`config.mk`:
```
export PLATFORM = sky130hd
export DESIGN_NAME = regfile_wb_ctrl_flat
export DESIGN_NICKNAME = d
export VERILOG_FILES = /design/src/rtl/regfile_wb_if.sv /design/src/rtl/regfile_wb_ctrl.sv /design/src/flat_wrapper.sv
export SDC_FILE = /design/constraint.sdc
export NUM_CORES = 1
export LEC_CHECK = 0
export BUFFER_PORTS_ARGS = -buffer_cell sky130_fd_sc_hd__buf_2
export CAP_MARGIN = 10
export CORE_ASPECT_RATIO = 1.75
export CORE_MARGIN = 10
export CORE_UTILIZATION = 52
export CTS_BUF_LIST = sky130_fd_sc_hd__clkbuf_8
export CTS_CLUSTER_DIAMETER = 60
export DETAILED_ROUTE_END_ITERATION = 8
export PLACE_DENSITY = 0.9
export SETUP_SLACK_MARGIN = 0.3
export SLEW_MARGIN = 20
export SYNTH_ARGS = -nofsm -noshare
export SYNTH_HDL_FRONTEND = slang
export SYNTH_SLANG_ARGS = --single-unit
```
`constraint.sdc`:
```
create_clock -name clk -period 3.7 [get_ports clk]
set_clock_uncertainty 0.05 [all_clocks]
set_input_delay 0.74 -clock clk [delete_from_list [all_inputs] [get_ports clk]]
set_output_delay 0.74 -clock clk [all_outputs]
set_load 0.02 [all_outputs]
```
`src/rtl/regfile_wb_if.sv`:
```
// Bus bundle between the execute/memory stages, the write-back controller and the register file.
// The controller uses the slave modport; the pipeline/bench side uses master.
interface regfile_wb_if #(
    parameter int LDQ_DEPTH = 4
);
    localparam int CW = $clog2(LDQ_DEPTH) + 1;

    logic          alu_wb_valid;
    logic [3:0]    alu_wb_addr;
    logic [31:0]   alu_wb_data;
    logic          alu_wb_ready;

    logic          ldr_issue_valid;
    logic [3:0]    ldr_issue_addr;
    logic          ldr_issue_ready;

    logic          mem_rdata_valid;
    logic [31:0]   mem_rdata;

    logic [3:0]    rd_en;
    logic [3:0]    rd_addr_a;
    logic [3:0]    rd_addr_b;
    logic [3:0]    rd_addr_shift;
    logic [3:0]    rd_addr_str;
    logic          stall;

    logic          w_en1;
    logic [3:0]    w_addr1;
    logic [31:0]   w_data1;
    logic          w_en_ldr;
    logic [3:0]    w_addr_ldr;
    logic [31:0]   w_data_ldr;

    logic [14:0]   busy_mask;
    logic [CW-1:0] pend_count;
    logic          proto_err;

    modport slave (
        input  alu_wb_valid, alu_wb_addr, alu_wb_data,
        output alu_wb_ready,
        input  ldr_issue_valid, ldr_issue_addr,
        output ldr_issue_ready,
        input  mem_rdata_valid, mem_rdata,
        input  rd_en, rd_addr_a, rd_addr_b, rd_addr_shift, rd_addr_str,
        output stall,
        output w_en1, w_addr1, w_data1, w_en_ldr, w_addr_ldr, w_data_ldr,
        output busy_mask, pend_count, proto_err
    );

    modport master (
        output alu_wb_valid, alu_wb_addr, alu_wb_data,
        input  alu_wb_ready,
        output ldr_issue_valid, ldr_issue_addr,
        input  ldr_issue_ready,
        output mem_rdata_valid, mem_rdata,
        output rd_en, rd_addr_a, rd_addr_b, rd_addr_shift, rd_addr_str,
        input  stall,
        input  w_en1, w_addr1, w_data1, w_en_ldr, w_addr_ldr, w_data_ldr,
        input  busy_mask, pend_count, proto_err
    );
endinterface

```
`src/rtl/regfile_wb_ctrl.sv`:
```
// Write-back controller and in-order load scoreboard in front of the 16-entry register file.
// R15 is never written and never tracked; reads of R15 never stall.
module regfile_wb_ctrl #(
    parameter int LDQ_DEPTH = 4
) (
    input  logic         clk,
    input  logic         rst_n,
    regfile_wb_if.slave  bus
);
    localparam int CW = $clog2(LDQ_DEPTH) + 1;
    localparam int PW = $clog2(LDQ_DEPTH);

    logic [3:0]    ldq [LDQ_DEPTH];
    logic [PW-1:0] wr_ptr;
    logic [PW-1:0] rd_ptr;
    logic [CW-1:0] pend_count;
    logic [14:0]   busy_mask;
    logic [15:0]   busy16;
    logic [15:0]   busy_next;
    logic [3:0]    head_addr;

    logic          w_en1;
    logic [3:0]    w_addr1;
    logic [31:0]   w_data1;
    logic          w_en_ldr;
    logic [3:0]    w_addr_ldr;
    logic [31:0]   w_data_ldr;
    logic          proto_err;

    logic          alu_ready;
    logic          alu_acc;
    logic          alu_write;
    logic          alu_err;
    logic          issue_ready;
    logic          issue_acc;
    logic          ldq_empty;
    logic          ldq_has_room;
    logic          cpl;
    logic          cpl_err;
    logic          stall;

    // Bit 15 is a permanent zero so R15 can be looked up without a range check.
    assign busy16       = {1'b0, busy_mask};
    assign head_addr    = ldq[rd_ptr];
    assign ldq_empty    = (pend_count == '0);
    assign ldq_has_room = (pend_count < CW'(LDQ_DEPTH));

    assign alu_ready = !busy16[bus.alu_wb_addr];
    assign alu_acc   = bus.alu_wb_valid && alu_ready;
    assign alu_write = alu_acc && (bus.alu_wb_addr != 4'd15);
    assign alu_err   = alu_acc && (bus.alu_wb_addr == 4'd15);

    // Ready deliberately ignores a same-cycle completion: freeing a slot or a busy bit
    // only takes effect from the next cycle.
    assign issue_ready = ldq_has_room && !busy16[bus.ldr_issue_addr]
                         && (bus.ldr_issue_addr != 4'd15);
    assign issue_acc   = bus.ldr_issue_valid && issue_ready;

    assign cpl     = bus.mem_rdata_valid && !ldq_empty;
    assign cpl_err = bus.mem_rdata_valid && ldq_empty;

    always_comb begin
        busy_next = busy16;
        if (cpl) begin
            busy_next[head_addr] = 1'b0;
        end
        if (issue_acc) begin
            busy_next[bus.ldr_issue_addr] = 1'b1;
        end
    end

    always_ff @(posedge clk) begin
        if (!rst_n) begin
            wr_ptr     <= '0;
            rd_ptr     <= '0;
            pend_count <= '0;
            busy_mask  <= '0;
        end else begin
            if (issue_acc) begin
                wr_ptr <= wr_ptr + 1'b1;
            end
            if (cpl) begin
                rd_ptr <= rd_ptr + 1'b1;
            end
            pend_count <= pend_count + CW'(issue_acc) - CW'(cpl);
            busy_mask  <= busy_next[14:0];
        end
    end

    // Queue storage needs no reset: entries are only read between push and pop.
    always_ff @(posedge clk) begin
        if (issue_acc) begin
            ldq[wr_ptr] <= bus.ldr_issue_addr;
        end
    end

    always_ff @(posedge clk) begin
        if (!rst_n) begin
            w_en1      <= 1'b0;
            w_addr1    <= '0;
            w_data1    <= '0;
            w_en_ldr   <= 1'b0;
            w_addr_ldr <= '0;
            w_data_ldr <= '0;
            proto_err  <= 1'b0;
        end else begin
            w_en1 <= alu_write;
            if (alu_write) begin
                w_addr1 <= bus.alu_wb_addr;
                w_data1 <= bus.alu_wb_data;
            end
            w_en_ldr <= cpl;
            if (cpl) begin
                w_addr_ldr <= head_addr;
                w_data_ldr <= bus.mem_rdata;
            end
            proto_err <= alu_err || cpl_err;
        end
    end

    // No forwarding: a register being written this cycle is still stale in the file.
    function automatic logic read_hazard(input logic [3:0] addr);
        logic hit;
        hit = busy16[addr]
              || (w_en1 && (w_addr1 == addr))
              || (w_en_ldr && (w_addr_ldr == addr));
        return (addr != 4'd15) && hit;
    endfunction

    always_comb begin
        stall = 1'b0;
        if (bus.rd_en[0] && read_hazard(bus.rd_addr_a))     stall = 1'b1;
        if (bus.rd_en[1] && read_hazard(bus.rd_addr_b))     stall = 1'b1;
        if (bus.rd_en[2] && read_hazard(bus.rd_addr_shift)) stall = 1'b1;
        if (bus.rd_en[3] && read_hazard(bus.rd_addr_str))   stall = 1'b1;
    end

    assign bus.alu_wb_ready    = alu_ready;
    assign bus.ldr_issue_ready = issue_ready;
    assign bus.stall           = stall;
    assign bus.w_en1           = w_en1;
    assign bus.w_addr1         = w_addr1;
    assign bus.w_data1         = w_data1;
    assign bus.w_en_ldr        = w_en_ldr;
    assign bus.w_addr_ldr      = w_addr_ldr;
    assign bus.w_data_ldr      = w_data_ldr;
    assign bus.busy_mask       = busy_mask;
    assign bus.pend_count      = pend_count;
    assign bus.proto_err       = proto_err;

endmodule
```
`src/flat_wrapper.sv`:
```
// flat-port wrapper written by rule: the top's interface ports become plain ports
module regfile_wb_ctrl_flat 
#(
    parameter int LDQ_DEPTH = 4
)
  (clk, rst_n, bus_alu_wb_valid, bus_alu_wb_addr, bus_alu_wb_data, bus_alu_wb_ready, bus_ldr_issue_valid, bus_ldr_issue_addr, bus_ldr_issue_ready, bus_mem_rdata_valid, bus_mem_rdata, bus_rd_en, bus_rd_addr_a, bus_rd_addr_b, bus_rd_addr_shift, bus_rd_addr_str, bus_stall, bus_w_en1, bus_w_addr1, bus_w_data1, bus_w_en_ldr, bus_w_addr_ldr, bus_w_data_ldr, bus_busy_mask, bus_pend_count, bus_proto_err);
  regfile_wb_if #(.LDQ_DEPTH(LDQ_DEPTH)) bus_i ();
  input  logic clk;
  input  logic rst_n;
  input wire logic [$bits(bus_i.alu_wb_valid)-1:0] bus_alu_wb_valid;
  input wire logic [$bits(bus_i.alu_wb_addr)-1:0] bus_alu_wb_addr;
  input wire logic [$bits(bus_i.alu_wb_data)-1:0] bus_alu_wb_data;
  output wire logic [$bits(bus_i.alu_wb_ready)-1:0] bus_alu_wb_ready;
  input wire logic [$bits(bus_i.ldr_issue_valid)-1:0] bus_ldr_issue_valid;
  input wire logic [$bits(bus_i.ldr_issue_addr)-1:0] bus_ldr_issue_addr;
  output wire logic [$bits(bus_i.ldr_issue_ready)-1:0] bus_ldr_issue_ready;
  input wire logic [$bits(bus_i.mem_rdata_valid)-1:0] bus_mem_rdata_valid;
  input wire logic [$bits(bus_i.mem_rdata)-1:0] bus_mem_rdata;
  input wire logic [$bits(bus_i.rd_en)-1:0] bus_rd_en;
  input wire logic [$bits(bus_i.rd_addr_a)-1:0] bus_rd_addr_a;
  input wire logic [$bits(bus_i.rd_addr_b)-1:0] bus_rd_addr_b;
  input wire logic [$bits(bus_i.rd_addr_shift)-1:0] bus_rd_addr_shift;
  input wire logic [$bits(bus_i.rd_addr_str)-1:0] bus_rd_addr_str;
  output wire logic [$bits(bus_i.stall)-1:0] bus_stall;
  output wire logic [$bits(bus_i.w_en1)-1:0] bus_w_en1;
  output wire logic [$bits(bus_i.w_addr1)-1:0] bus_w_addr1;
  output wire logic [$bits(bus_i.w_data1)-1:0] bus_w_data1;
  output wire logic [$bits(bus_i.w_en_ldr)-1:0] bus_w_en_ldr;
  output wire logic [$bits(bus_i.w_addr_ldr)-1:0] bus_w_addr_ldr;
  output wire logic [$bits(bus_i.w_data_ldr)-1:0] bus_w_data_ldr;
  output wire logic [$bits(bus_i.busy_mask)-1:0] bus_busy_mask;
  output wire logic [$bits(bus_i.pend_count)-1:0] bus_pend_count;
  output wire logic [$bits(bus_i.proto_err)-1:0] bus_proto_err;
  assign bus_i.alu_wb_valid = bus_alu_wb_valid;
  assign bus_i.alu_wb_addr = bus_alu_wb_addr;
  assign bus_i.alu_wb_data = bus_alu_wb_data;
  assign bus_alu_wb_ready = bus_i.alu_wb_ready;
  assign bus_i.ldr_issue_valid = bus_ldr_issue_valid;
  assign bus_i.ldr_issue_addr = bus_ldr_issue_addr;
  assign bus_ldr_issue_ready = bus_i.ldr_issue_ready;
  assign bus_i.mem_rdata_valid = bus_mem_rdata_valid;
  assign bus_i.mem_rdata = bus_mem_rdata;
  assign bus_i.rd_en = bus_rd_en;
  assign bus_i.rd_addr_a = bus_rd_addr_a;
  assign bus_i.rd_addr_b = bus_rd_addr_b;
  assign bus_i.rd_addr_shift = bus_rd_addr_shift;
  assign bus_i.rd_addr_str = bus_rd_addr_str;
  assign bus_stall = bus_i.stall;
  assign bus_w_en1 = bus_i.w_en1;
  assign bus_w_addr1 = bus_i.w_addr1;
  assign bus_w_data1 = bus_i.w_data1;
  assign bus_w_en_ldr = bus_i.w_en_ldr;
  assign bus_w_addr_ldr = bus_i.w_addr_ldr;
  assign bus_w_data_ldr = bus_i.w_data_ldr;
  assign bus_busy_mask = bus_i.busy_mask;
  assign bus_pend_count = bus_i.pend_count;
  assign bus_proto_err = bus_i.proto_err;
  regfile_wb_ctrl #(.LDQ_DEPTH(LDQ_DEPTH)) u_core (.clk(clk), .rst_n(rst_n), .bus(bus_i));
endmodule
```
==> run metrics, run 1 <==
status finished clean; Sequential Power Share 41.6%; Top FF cell, synth dfxtp_1; dpl cells 896; Crit. End Element output port; CP peak stage delay 0.67 ns; Routed Antenna Nets 0; die width 98.5 um; Synth Register Bits 115; crit share post-route roughly nine tenths; most frequent CP cell buf_2; # Max-Cap Violations 0; 1st-iter DRT viols 389; DP HPWL about 13 mm; CTS Buffer Depth 2; routed vias/inst around 5.7; setup TNS 0 ns; post-route insts no fill 929; clock power share 31.0%; die area 15500 sq um; initial antenna violation count 0; asr flop ratio synth 0%; H-tree depth 4; commonest non-fill, non-tap cells in the layout 192 x buf_2, 155 x nand2_1, 99 x dfxtp_1; GRT Util Overall between 20% and 30%; grt ovf 0; Power Total 0.00376 W; share of cells above drive strength 1 32.7%; Initial Util 52.7%; NetSw 0.00133 W; DRC violations left 0; CTS Hold Bufs 0; postcts setup bufs 0; synth unique cells 56; Worst Tran Pin Value 0.631 ns; combinational power share a little over a quarter; routed via count 5300; CP Max Fanout 17; P_int 0.00243 W; worst skew pair latency ~0.42 ns; cells along the critical path buf_2, mux4_2, or4b_2, inv_1, or3_1, buf_2; Row Count 50; Top Ports 193; synthesized area roughly 5600 sq um; clock transition at the registers of the reported paths 0.08 ns; unrepaired setup endpoints after global routing false; Max Clock Freq roughly 0.3 GHz; DR pass1 iterations 5; drt total wl 17.5 mm; pwr/cell area approximately 540 nW/um^2; Final Core Density 65.3%; Routed WL per cell 18.8 um; Slew HR 57.9%; endpoints failing setup 0; synthesized area per cell 9.06 sq um; Leakage approximately 3 nW; critical path's slowest cell or4b_2; switching share of power 35.4%; CP Launch Type input pin; CP Class in2out; Area Growth Syn to Fin 24.0%; CP Data Required Time 2.91 ns; die height 157 um; hold crit path type reg2reg; # port buffers 192; register area share after synthesis 44.0%; CTS buffer count 17; first-pass GRT wire length 27.2 mm; core area 10600 sq um; crit path DAT 2.48 ns; Cells after Synth 618; most common cell after layout, fill and taps aside buf_2; CTS tree yes; RePlAce Congestion 0.955; Max IR drop VDD 0.460 mV; CTS sink count 115; root buffer cell clkbuf_8; Final #Nets 889; Post-synth EDFFs 16; fin. max-slew vios 0; vias in the first global route 5343; Mapped Nets 722; largest net degree at the start of global routing 43; final hold violation count 0; post-cts resize count 0; Tmin final approximately 3.3 ns; Ys Warns 0
## through the flow
stage	worst slack (ns)	area, sq um	hold slack (ns)
finish	0.435	6940	0.404
detailed placement	0.445	6540	0.393
floorplan	0.532	5600	0.435
CTS	0.468	6940	0.404
global route	0.356	6940	0.419
global placement	0.475	6540	0.388
## logic make-up after synthesis
group | synth area share [%]
adders and majority gates | 1.70
and+or+nand+nor | 18.9
xor gates and xnor gates | 5.63
AOI/OAI and AO/OA | 14.1
DFF | 44.0
buffers and inverters | 5.52
muxes | 10.2
## per-layer routing
layer / GRT usage (%) / vias up / wire length (um)
li1: - / 2500 / -
met1: 21.1 / 2494 / 5620
met2: 38.7 / 246 / 9670
met3: 6.67 / 60 / 1510
met4: 13.4 / 0 / 691
met5: 0 / - / 0
## flip-flops by register name, summed over array words and instances (netlist names), 2 cells and up, named ones only
name                   flops
u_core.bus.busy_mask      15
u_core.bus.pend_count      3
u_core.bus.w_addr1         4
u_core.bus.w_addr_ldr      4
u_core.bus.w_data1        32
u_core.bus.w_data_ldr     32
u_core.ldq                16
u_core.rd_ptr              2
u_core.wr_ptr              2
## power groups by stage
stage               Clock (W)  Combinational [W]  Sequential, W
floorplan                   0           0.000580        0.00169
global route          0.00125            0.00113        0.00159
finish                0.00117            0.00103        0.00157
CTS                   0.00119            0.00103        0.00156
detailed placement          0            0.00103        0.00159
global placement            0            0.00101        0.00158
## synth_stat cells (10+ instances only)
cell | number | share of area, %
xnor2_1 | 17 | 2.7
o21ai_0 | 10 | 0.89
nand4_1 | 16 | 1.8
clkbuf_1 | 38 | 2.5
inv_1 | 14 | 0.94
mux2i_1 | 12 | 2.1
edfxtp_1 | 16 | 8.6
dfxtp_1 | 99 | 35
nor2_1 | 17 | 1.1
a21oi_1 | 72 | 6.4
xor2_1 | 19 | 3.0
and2_1 | 10 | 1.1
o211ai_1 | 10 | 1.3
mux4_2 | 20 | 8.0
nand2_1 | 155 | 10
## worst max-delay path: cells and delay by family
family	cells	cell delay [ns]
buffers and inverters	3	0.59
muxes	1	0.35
and+or+nand+nor	2	0.79
## path summary, 6_finish.rpt
kind | end | start | cells past startpoint | slack [ns]
min reg2reg | u_core.bus.w_data1[25] | u_core.bus.w_data1[25] | 2 | 0.40
min | u_core.bus.w_data1[25] | u_core.bus.w_data1[25] | 2 | 0.40
max | bus_ldr_issue_ready | bus_ldr_issue_addr[1] | 6 | 0.43
max reg2reg | u_core.bus.pend_count[1] | u_core.bus.busy_mask[10] | 7 | 0.91
## final cells by class
class                           instances  area [sq um]
Clock buffer                           18           248
Sequential cell                       115          2460
Timing Repair Buffer                  200          1030
Fill cell                             907          3690
Antenna cell                            1          2.50
Inverter                               15          56.3
Multi-Input combinational cell        436          2830
Tap cell                              130           163
Clock inverter                         14           150
Power figures use the tool's default switching activity.
==> run 2, diff against run 1 <==
- ABC_AREA: not set -> 1
- CORE_MARGIN: 10 -> not set
- CORE_UTILIZATION: 52 -> 53
==> run metrics, run 2 <==
Final #Nets 1254; Design Area, Final 7610 sq um; Max IR drop VDD between 0.4 and 0.5 mV; root buffer cell clkbuf_8; RR Startpoint u_core.bus.busy_mask[11]; setup TNS 0 ns; H-tree depth 4; synthesized area 6210 sq um; pre-CTS setup slack 0.866 ns; CTS tree yes; Mapped Nets 1081; CP Max Fanout 8; pwr/cell area 571 nW/um^2; GRT Util Overall 32.2%; Power Total 0.00434 W; Worst Tran Pin Value 0.959 ns; Top FF cell, synth dfxtp_1; failing checks DRC; 1st-iter DRT viols 531; # port buffers 192; Critical Path Start u_core.bus.w_addr_ldr[0]; Crit. End Element output port; Routed Antenna Nets 0; synth unique cells 36; area leader, netlist dfxtp_1; hold crit path type reg2reg; grt ovf 0; first-pass GRT wire length 30.7 mm; Leakage 4.06 nW; die width approximately 84 um; unrepaired setup endpoints after global routing false; commonest non-fill, non-tap cells in the layout 269 x nand2_1, 195 x nor2_1, 192 x buf_2; post-cts resize count 0; Largest regs u_core.bus.w_data1: 32 flops, u_core.bus.w_data_ldr: 32 flops, u_core.ldq: 16 flops; share of cells above drive strength 1 21.2%; Tmin final 2.93 ns; die area 12200 sq um; Area Growth Syn to Fin 22.4%; postcts setup bufs 0; DR pass1 iterations 9; Initial Util a little over half; DRC violations left 16; drt total wl 19.1 mm; final hold violation count 0; share of the synthesized area in the top cell type 31.9%; endpoints failing setup 0; DP HPWL 14.1 mm; Post-synth EDFFs 16; most frequent cell after synthesis nand2_1; largest net degree at the start of global routing 70; Routed WL per cell 14.7 um; # Max-Cap Violations 0; fin worst setup slack around 0.77 ns; Slew HR 35.9%; synth top area cells dfxtp_1 32%, nand2_1 16%, nor2_1 12%; CTS sink count 115; crit path DAT 2.14 ns; clock transition at the registers of the reported paths 0.07 ns; CTS Hold Bufs 0; routed via count a little under 7000; routed vias/inst 5.26; CTS Buffer Depth 2; asr flop ratio synth 0%; die height 145 um; CP Class reg2out; most common cell after layout, fill and taps aside nand2_1; Cells after Synth 977; vias in the first global route 6318; CTS buffer count 17; fin. max-slew vios 0; synthesized area per cell approximately 6.4 sq um; # fillers 1056; top post-synthesis cells by count 269 x nand2_1, 195 x nor2_1, 117 x inv_1; hold wc startpoint u_core.rd_ptr[1]; crit share post-route between 70% and 80%; dpl cell area 7160 sq um; core area approximately 12000 sq um; CP Launch Type flip-flop; worst skew pair latency 0.42 ns; Max Clock Freq 0.341 GHz; # diodes 0; status finished, violations left; Top Ports 193; Row Count 52; RePlAce Congestion between 1 and 1.5; Ys Warns 0; Synth Register Bits 115; initial antenna violation count 0; CP Data Required Time about 2.9 ns; register area share after synthesis 39.6%
## run 2: cell types whose count changed after synthesis, sizes merged, moves of 10 or more
cell	delta
xor2	-18
nand3	+65
inv	+105
nand4	-10
clkbuf	-18
mux2i	-12
a21oi	-29
and2	-10
nor2	+187
mux4	-20
o21ai	+66
nand2	+116
xnor2	-15
## run 2: stage by stage
step                instances  hold slack (ns)  utilization [%]
floorplan                 977            0.386                -
global placement         1266            0.401             62.2
detailed placement       1266            0.414             62.2
CTS                      1298            0.423             66.0
global route             1298            0.457             66.0
finish                   1298            0.426             66.0
## run 2: worst paths after layout
| check | to | depth (start not counted) | slack (ns) |
|---|---|---|---|
| max | bus_stall | 12 | 0.77 |
| min | u_core.rd_ptr[1] | 2 | 0.43 |
| max reg2reg | u_core.bus.w_data1[8] | 8 | 1.35 |
| min reg2reg | u_core.rd_ptr[1] | 2 | 0.43 |
## run 2: cells by family after synthesis
logic type,after synthesis,synth area share (%)
flip-flops,115,39.6
AO/OA/AOI/OAI,127,10.7
AND/OR/NAND/NOR,560,36.7
buffers and inverters,165,11.0
XOR/XNOR,3,0.423
adder cells (fa/ha/maj),7,1.53
## run 2: worst max-delay path, cell delays in order, from the launching register on
cell	delay [ns]
dfxtp_1	0.54
inv_1	0.15
o21ai_0	0.29
nor2_1	0.10
nand3b_1	0.09
nand2_1	0.06
nor2_1	0.09
nand2_1	0.06
nand2_1	0.05
nand2_1	0.05
inv_1	0.05
nand2_1	0.04
buf_2	0.15
## run 2: area by class of cell
cell class                 count  area, sq um  area share (%)
multi-input combinational    697         3080            40.5
sequential                   115         2460            32.4
timing repair buffer         196          991            13.0
inverter                     123          464            6.10
clock buffer                  19          262            3.44
clock inverter                13          180            2.37
tap                          135          169            2.22
## run 2: power breakdown
part | internal [W] | switching (W) | leakage (nW) | total [W]
Sequential | 0.00149 | 0.000168 | 0.962 | 0.00165
Combinational | 0.000429 | 0.000962 | 2.88 | 0.00139
Clock | 0.000769 | 0.000526 | 0.220 | 0.00130
## run 2: layer usage
layer,global-route usage [%],vias to the layer above,routed length (um)
met3,7.05,107,1220
met5,0,-,0
li1,-,3385,-
met2,56.0,358,9640
met4,24.2,0,1390
met1,33.4,2972,6880
==> run 3, diff against run 2 <==
- CORE_UTILIZATION: 53 -> 48
- PLACE_DENSITY: 0.9 -> 0.87
- clock period: 3.7 -> 2.6 ns (I/O delays scaled with it)
==> run metrics, run 3 (same netlist as run 2, synthesis figures left out) <==
# fillers ~1200; Crit. End Element output port; Largest regs u_core.bus.w_data1: 32 flops, u_core.bus.w_data_ldr: 32 flops, u_core.ldq: 16 flops; Final #Nets between 1000 and 1500; Tmin final between 2 and 2.5 ns; RePlAce Congestion 1.06; CTS Hold Bufs 0; CP Data Required Time between 2 and 2.5 ns; final hold violation count 0; hold crit path type in2reg; status finished clean; fin worst setup slack between 0.2 and 0.25 ns; Slew HR between 50 and 60%; Row Count 54; CTS buffer count 17; Max IR drop VDD between 0.6 and 0.7 mV; setup TNS 0 ns; met3 usage 7.31%; DP HPWL 14.3 mm; pwr/cell area 784 nW/um^2; CTS Buffer Depth 2; die area 13400 sq um; Sequential Power Share a little under two fifths; crit share post-route about 90%; CTS tree yes; CP Class in2out; switching share of power 39.0%; pre-CTS setup slack roughly 0.17 ns; Max Clock Freq 0.420 GHz; Design Area, Final 7920 sq um; Worst Tran Pin Value 0.630 ns; # diodes 0; unrepaired setup endpoints after global routing true; Initial Util 49.5%; clock power share 27.4%; largest net degree at the start of global routing 70; crit path DAT between 1.5 and 2 ns; Final Core Density 63.0%; core area 12600 sq um; CP Launch Type input pin; Routed WL per cell 14.7 um; GRT busiest layer met2; Leakage 4.17 nW; die height 153 um; share of cells above drive strength 1 26.7%; most common cell after layout, fill and taps aside nand2_1; DR pass1 iterations 8; die width between 80 and 90 um; endpoints failing setup 0; initial antenna violation count 1; combinational power share 34.7%; H-tree depth 4; Area Growth Syn to Fin 27.5%; P_int 0.00379 W; grt met2 use a little over 50%; CTS sink count 115; root buffer cell clkbuf_8; first-pass GRT wire length 31.5 mm; # port buffers 192; CP Max Fanout 7; met1 usage 32.4%; vias in the first global route 6657; clock transition at the registers of the reported paths 0.08 ns; commonest non-fill, non-tap cells in the layout 268 x nand2_1, 192 x nor2_1, 187 x buf_2; NetSw 0.00242 W; drt total wl 19.8 mm; worst skew pair latency 0.43 ns; grt ovf 0; dpl cell area 7300 sq um; 1st-iter DRT viols 529; Top Ports 193; routed via count 7044; # Max-Cap Violations 0; GRT Util Overall 30.7%; routed vias/inst 5.23; DRC violations left 0; Routed Antenna Nets 0; fin. max-slew vios 0
[run 3: cell types whose count changed in the layout (fill, tap and decap cells not counted), moves of 3 or more]
cell	delta
buf_2	-5
dfxtp_4	+7
clkinv_4	+4
buf_6	+3
o21ai_1	+7
clkbuf_4	+4
dfxtp_1	-24
inv_4	+8
dfxtp_2	+17
inv_1	-18
nor2_1	-3
inv_2	+9
o21ai_0	-9
buf_4	+11
[run 3: layer usage]
layer	part of all wire (%)	up-vias
met5	0.061	-
met4	8.0	2
met2	49	414
met3	7.7	133
li1	-	3422
met1	35	3073
[run 3: cell type report]
type                       instances  area, sq um  area share [%]
multi-input combinational        697         3120            39.4
sequential                       115         2510            31.7
timing repair buffer             211         1150            14.5
inverter                         123          504            6.37
clock buffer                      18          248            3.13
tap                              168          210            2.65
clock inverter                    14          161            2.04
timing repair inverter             2         12.5           0.158
[run 3: worst paths after layout]
path                                              start                         to  slack, ns  cells after the start
worst max register to register  u_core.bus.busy_mask[8]   u_core.bus.pend_count[2]       0.59                     14
worst max-delay path               bus_rd_addr_shift[1]                  bus_stall       0.22                     14
worst min register to register         u_core.rd_ptr[1]                  flip-flop       0.42                      2
worst min-delay path                  bus_mem_rdata[18]  u_core.bus.w_data_ldr[18]       0.26                      3
[run 3: critical path: stages]
cell and delay (ns):
clkbuf_4 0.17, clkinvlp_4 0.19, buf_4 0.18, nand3_1 0.07
nand2_1 0.05, nand2_1 0.05, nand2_1 0.04, nor2_1 0.10
nand2_1 0.05, nand2_1 0.06, nand2_1 0.05, inv_1 0.06
nand2_1 0.05, buf_4 0.15
[run 3: power groups by stage]
stage | Sequential [W] | Combinational (W) | Clock, W
finish | 0.00235 | 0.00215 | 0.00171
global route | 0.00239 | 0.00237 | 0.00180
CTS | 0.00234 | 0.00210 | 0.00174
detailed placement | 0.00235 | 0.00204 | 0
global placement | 0.00235 | 0.00199 | 0
floorplan | 0.00265 | 0.00103 | 0
[run 3: stage by stage]
| stage | hold slack, ns | instances | total power, W |
|---|---|---|---|
| floorplan | 0.386 | 977 | 0.00367 |
| global placement | 0.398 | 1307 | 0.00434 |
| detailed placement | 0.410 | 1307 | 0.00439 |
| CTS | 0.236 | 1344 | 0.00618 |
| global route | 0.249 | 1348 | 0.00656 |
| finish | 0.261 | 1348 | 0.00621 |
[run 3: repair_timing]
| action | 4_1_cts | 5_1_grt |
|---|---|---|
| endpoints found under the hold margin | 0 | 0 |
| pin swaps | 0 | 2 |
| gates cloned | 2 | 1 |
| endpoints found under the setup margin | 3 | 3 |
| setup buffers | 3 | 3 |
| gates resized for setup | 61 | 26 |
